`src/rtl/stopwatch_ctrl.sv`:
```
// Stopwatch control sequencer: input conditioning, IDLE/RUN/PAUSE/ADJUST mode
// machine, and the registered enables and blink that drive the m10/m1/s10/s1 counter.
module stopwatch_ctrl #(
    parameter int TICK_DIV   = 100000000,
    parameter int FAST_DIV   = 50000000,
    parameter int BLINK_DIV  = 25000000,
    parameter int DEB_CYCLES = 1000000
) (
    input  logic       clk,
    input  logic       rst,
    input  logic       rstB,
    input  logic       pauseB,
    input  logic       sel,
    input  logic       adj,
    output logic       count_en,
    output logic       adj_min_en,
    output logic       adj_sec_en,
    output logic       clr,
    output logic       blink,
    output logic [1:0] state
);

    localparam int TW = (TICK_DIV   > 1) ? $clog2(TICK_DIV)   : 1;
    localparam int FW = (FAST_DIV   > 1) ? $clog2(FAST_DIV)   : 1;
    localparam int BW = (BLINK_DIV  > 1) ? $clog2(BLINK_DIV)  : 1;
    localparam int DW = (DEB_CYCLES > 1) ? $clog2(DEB_CYCLES) : 1;

    localparam logic [TW-1:0] TICK_MAX  = TW'(TICK_DIV - 1);
    localparam logic [FW-1:0] FAST_MAX  = FW'(FAST_DIV - 1);
    localparam logic [BW-1:0] BLINK_MAX = BW'(BLINK_DIV - 1);
    localparam logic [DW-1:0] DEB_MAX   = DW'(DEB_CYCLES - 1);

    typedef enum logic [1:0] {
        IDLE   = 2'b00,
        RUN    = 2'b01,
        PAUSE  = 2'b10,
        ADJUST = 2'b11
    } mode_t;

    mode_t         state_q, state_n;
    logic [3:0]    in_p0, in_p1;
    logic [1:0]    deb, deb_d, press;
    logic [DW-1:0] dcnt [2];
    logic [TW-1:0] tdiv;
    logic [FW-1:0] fdiv;
    logic [BW-1:0] bdiv;
    logic          rp, pp, sel_s, adj_s;
    logic          adj_start, fast_run, tick_wrap, fast_wrap, blink_wrap;
    logic          count_en_n, adj_min_n, adj_sec_n;

    // stage p0 -> p1: two-flop synchronizers, bit order {adj, sel, pauseB, rstB}
    always_ff @(posedge clk or negedge rst) begin
        if (!rst) begin
            in_p0 <= '0;
            in_p1 <= '0;
        end else begin
            in_p0 <= {adj, sel, pauseB, rstB};
            in_p1 <= in_p0;
        end
    end

    assign sel_s = in_p1[2];
    assign adj_s = in_p1[3];

    // debounce and rising-edge press detection; bit 0 = reset button, bit 1 = pause button
    always_ff @(posedge clk or negedge rst) begin
        if (!rst) begin
            deb     <= '0;
            deb_d   <= '0;
            press   <= '0;
            dcnt[0] <= '0;
            dcnt[1] <= '0;
        end else begin
            deb_d <= deb;
            press <= deb & ~deb_d;
            for (int i = 0; i < 2; i++) begin
                if (in_p1[i] == deb[i]) begin
                    dcnt[i] <= '0;
                end else if (dcnt[i] == DEB_MAX) begin
                    deb[i]  <= in_p1[i];
                    dcnt[i] <= '0;
                end else begin
                    dcnt[i] <= dcnt[i] + DW'(1);
                end
            end
        end
    end

    assign rp = press[0];
    assign pp = press[1];

    always_comb begin
        state_n = state_q;
        if (rp) begin
            state_n = adj_s ? ADJUST : IDLE;
        end else if (adj_s && (state_q != ADJUST)) begin
            state_n = ADJUST;
        end else if (!adj_s && (state_q == ADJUST)) begin
            state_n = PAUSE;
        end else if (pp) begin
            case (state_q)
                IDLE:    state_n = RUN;
                RUN:     state_n = PAUSE;
                PAUSE:   state_n = RUN;
                default: state_n = state_q;
            endcase
        end

        // a reset press while already adjusting restarts the adjust timing like a fresh entry
        adj_start  = (state_n == ADJUST) && ((state_q != ADJUST) || rp);
        fast_run   = (state_q == ADJUST) && (state_n == ADJUST) && !rp;
        tick_wrap  = (tdiv == TICK_MAX);
        fast_wrap  = (fdiv == FAST_MAX);
        blink_wrap = (bdiv == BLINK_MAX);

        count_en_n = (state_q == RUN) && !rp && !adj_start && tick_wrap;
        adj_min_n  = fast_run && fast_wrap && sel_s;
        adj_sec_n  = fast_run && fast_wrap && !sel_s;
    end

    // stage p1 -> outputs: mode register and registered single-cycle enables
    always_ff @(posedge clk or negedge rst) begin
        if (!rst) begin
            state_q    <= IDLE;
            clr        <= 1'b0;
            count_en   <= 1'b0;
            adj_min_en <= 1'b0;
            adj_sec_en <= 1'b0;
        end else begin
            state_q    <= state_n;
            clr        <= rp;
            count_en   <= count_en_n;
            adj_min_en <= adj_min_n;
            adj_sec_en <= adj_sec_n;
        end
    end

    // tick divider holds in PAUSE so a resume keeps the partial second
    always_ff @(posedge clk or negedge rst) begin
        if (!rst) begin
            tdiv <= '0;
        end else if (rp || adj_start) begin
            tdiv <= '0;
        end else if (state_q == RUN) begin
            tdiv <= tick_wrap ? '0 : tdiv + TW'(1);
        end
    end

    always_ff @(posedge clk or negedge rst) begin
        if (!rst) begin
            fdiv  <= '0;
            bdiv  <= '0;
            blink <= 1'b0;
        end else if (!fast_run) begin
            fdiv  <= '0;
            bdiv  <= '0;
            blink <= 1'b0;
        end else begin
            fdiv <= fast_wrap ? '0 : fdiv + FW'(1);
            if (blink_wrap) begin
                bdiv  <= '0;
                blink <= ~blink;
            end else begin
                bdiv <= bdiv + BW'(1);
            end
        end
    end

    assign state = state_q;

endmodule

```
`config.mk`:
```
export PLATFORM = sky130hd
export DESIGN_NAME = stopwatch_ctrl
export DESIGN_NICKNAME = d
export VERILOG_FILES = /design/src/rtl/stopwatch_ctrl.sv
export SDC_FILE = /design/constraint.sdc
export NUM_CORES = 1
export LEC_CHECK = 0
export CORE_MARGIN = 2
export CORE_UTILIZATION = 67
export DETAILED_ROUTE_END_ITERATION = 6
export PLACE_DENSITY = 0.85
export SKIP_LAST_GASP = 1
export SYNTH_ARGS = -nofsm -noshare
export SYNTH_HDL_FRONTEND = slang
export SYNTH_SLANG_ARGS = --single-unit
```
`constraint.sdc`:
```
create_clock -name clk -period 4.15 [get_ports clk]
set_clock_uncertainty 0.1 [all_clocks]
set_input_delay 0.415 -clock clk [delete_from_list [all_inputs] [get_ports clk]]
set_output_delay 0.415 -clock clk [all_outputs]
set_load 0.01 [all_outputs]
```
==> metrics.txt <==
outcome=finished, final reports clean; Finished Cell Area=7426 um2; Yosys warning count=0; vias in the first global route=4,756; Layout Cells excl Fill=832; WP data required=4440 ps; dpl cells=800; Mapped Area=6689 um2; critical path startpoint category=register; setup TNS=0 ps; first-pass GRT wire length=22.39 mm; total number of vias=4,959; Yosys reg bits=139; largest net degree at the start of global routing=122; HPWL Detailed=8.034 mm; vias per cell=5.960; Starting Density=0.6875; clock sinks=139; Die ar.=10,800 um2; relative slew slack=0.2383; total power=2.873 mW; CTS resizes=0; GRT Total Usage=0.2581; post-route ant nets=0; GRT Residual Overflow=0; PortBufs=12; worst-path maximum fanout=25; Net Sw Frac=0.2104; clock-pin slew on the worst setup and hold paths=60 ps; antenna fix cells=0; Achievable Freq=378.9 MHz; number of detailed-route iterations in the first pass=5; Syn-to-layout area delta=11.02%; CTS Root Cell=clkbuf_8; clock network power share=0.496; H-tree levels=4; share of cells above drive strength 1=0.06724; Avg WL per Cell=15.51 um; type of the worst setup path=register to register; TritonCTS clock tree=built; setup ws final=1511 ps; post-synthesis cell type count=53; max-cap viol count=0; Die Ht=103.9 um; Slew Limit Fails=0; Placer Congestion=0.8364; initial antenna violation count=0; worst slew pin tran=1132 ps; FP Rows=36; Synthesized Nets=690; critical path capture point type=register; combinational power share=0.025; Syn Area/Cell=9.851 um2; share of power burned in registers=0.479; Core Box Area=9729 um2; RSZ-0062 raised after global routing=false; DP Area=6852 um2; Die Wd=103.9 um; internal cell power=2.268 mW; Layout Nets=698; cell area power density=386.8 nW/um2; Max clock buf depth=2; Final Core Density=0.7632; DP Worst Slack=1540 ps; Mapped Cells=679; # DRC=0; Fin. Hold Viols=0; Ports=13; Post-synth EDFFs=0; Async SR Flop Fraction=1.000; clock insertion delay at the later pin of the skew report=540 ps; VDD IR max=397.1 uV; final hold slack=212.3 ps; HP Class=input port to register; min cycle time layout=2639 ps; crit path DAT=2930 ps; fillers=660; routed wire length=12.90 mm; Psw=0.6045 mW; most common cell after layout, fill and taps aside=dfrtp_1; TritonCTS buffer count=17; drt first-iter violations=303; total leakage power=3.144 nW; sequential area share after synthesis=0.5200; most frequent cells in the layout=dfrtp_1, nor2_1, xor2_1; Tcrit/Tclk final=0.6359; Main synth FF type=dfrtp_1; Setup-failing EPs final=0
==> area by class of cell <==
class,count,area [um2],area share
repair buffers,16,153.9,0.02072
well taps,133,166.4,0.02241
multi-input cells,497,3003,0.4044
inverters,16,60.06,0.008088
clock buffers,25,504.2,0.06790
clock inverters,6,60.06,0.008088
flip-flops and latches,139,3478,0.4684
==> cell families (layout without fill, tap and decap cells) <==
group | Yosys count | in the layout | synth area share
DFF | 139 | 139 | 0.5200
muxes | 4 | 4 | 0.006547
adders and majority gates | 5 | 5 | 0.009353
and+or+nand+nor | 335 | 335 | 0.2578
AOI/OAI and AO/OA | 68 | 68 | 0.06397
buffers and inverters | 43 | 63 | 0.03105
xor gates and xnor gates | 85 | 85 | 0.1113
==> critical path, cell delays in order, from the launching register on <==
cell      delay (ps)
dfrtp_1          400
ha_1             250
and4_1           290
nand2_1          110
nor4_1           460
nand2b_1         740
nor2_1           120
==> flip-flops by register name (all words and copies together) (netlist names) <==
name,flops
deb,2
in_p0,4
tdiv,27
adj_min_en,1
blink,1
count_en,1
deb_d,2
clr,1
dcnt,40
bdiv,25
fdiv,26
state,2
adj_sec_en,1
in_p1,4
press,2
==> metal layers <==
metal | global-route usage | part of all wire | up-vias
li1 | - | - | 2390
met1 | 0.3549 | 0.46 | 2449
met2 | 0.3994 | 0.49 | 97
met3 | 0.06642 | 0.038 | 23
met4 | 0.09846 | 0.017 | 0
met5 | 0 | 0 | -
==> power by group through the flow <==
| stage | Combinational, mW | Sequential [mW] | Clock, mW |
|---|---|---|---|
| global placement | 0.0697 | 1.40 | 0 |
| finish | 0.0707 | 1.38 | 1.42 |
| detailed placement | 0.0713 | 1.40 | 0 |
| CTS | 0.0737 | 1.38 | 1.44 |
| global route | 0.0823 | 1.38 | 1.51 |
| floorplan | 0.0330 | 1.40 | 0 |
==> Yosys cell counts (all sizes together), types with 8 or more instances <==
library cell | number | area [um2]
xor2 | 55 | 481.7
and4 | 10 | 87.58
and3 | 28 | 176.4
nand2b | 8 | 50.05
xnor2 | 30 | 262.8
nand4 | 28 | 175.2
nor2 | 107 | 401.6
nor4 | 18 | 118.9
inv | 16 | 60.06
or3 | 8 | 50.05
a31oi | 18 | 112.6
nor3 | 12 | 65.06
nand3 | 48 | 252.8
buf | 16 | 106.4
dfrtp | 139 | 3478
o21ai | 13 | 65.06
clkbuf | 11 | 41.29
nand2 | 46 | 172.7
a21oi | 17 | 88.84
==> final timing paths <==
check	from	endpoint	slack, ps	depth (start not counted)
min reg2reg	in_p0[3]	in_p1[3]	250	0
max reg2reg	bdiv[0]	bdiv[23]	1510	6
min	rstB	in_p0[0]	210	1
min in group asynchronous	rst	fdiv[21]	500	2
max	bdiv[0]	bdiv[23]	1510	6
max in group asynchronous	rst	dcnt[34]	2520	3
==> repair_timing <==
item,in CTS,in global routing
buffers inserted,0,0
hold endpoints to repair,70,0
hold buffers,1,0
Power figures use the tool's default switching activity.
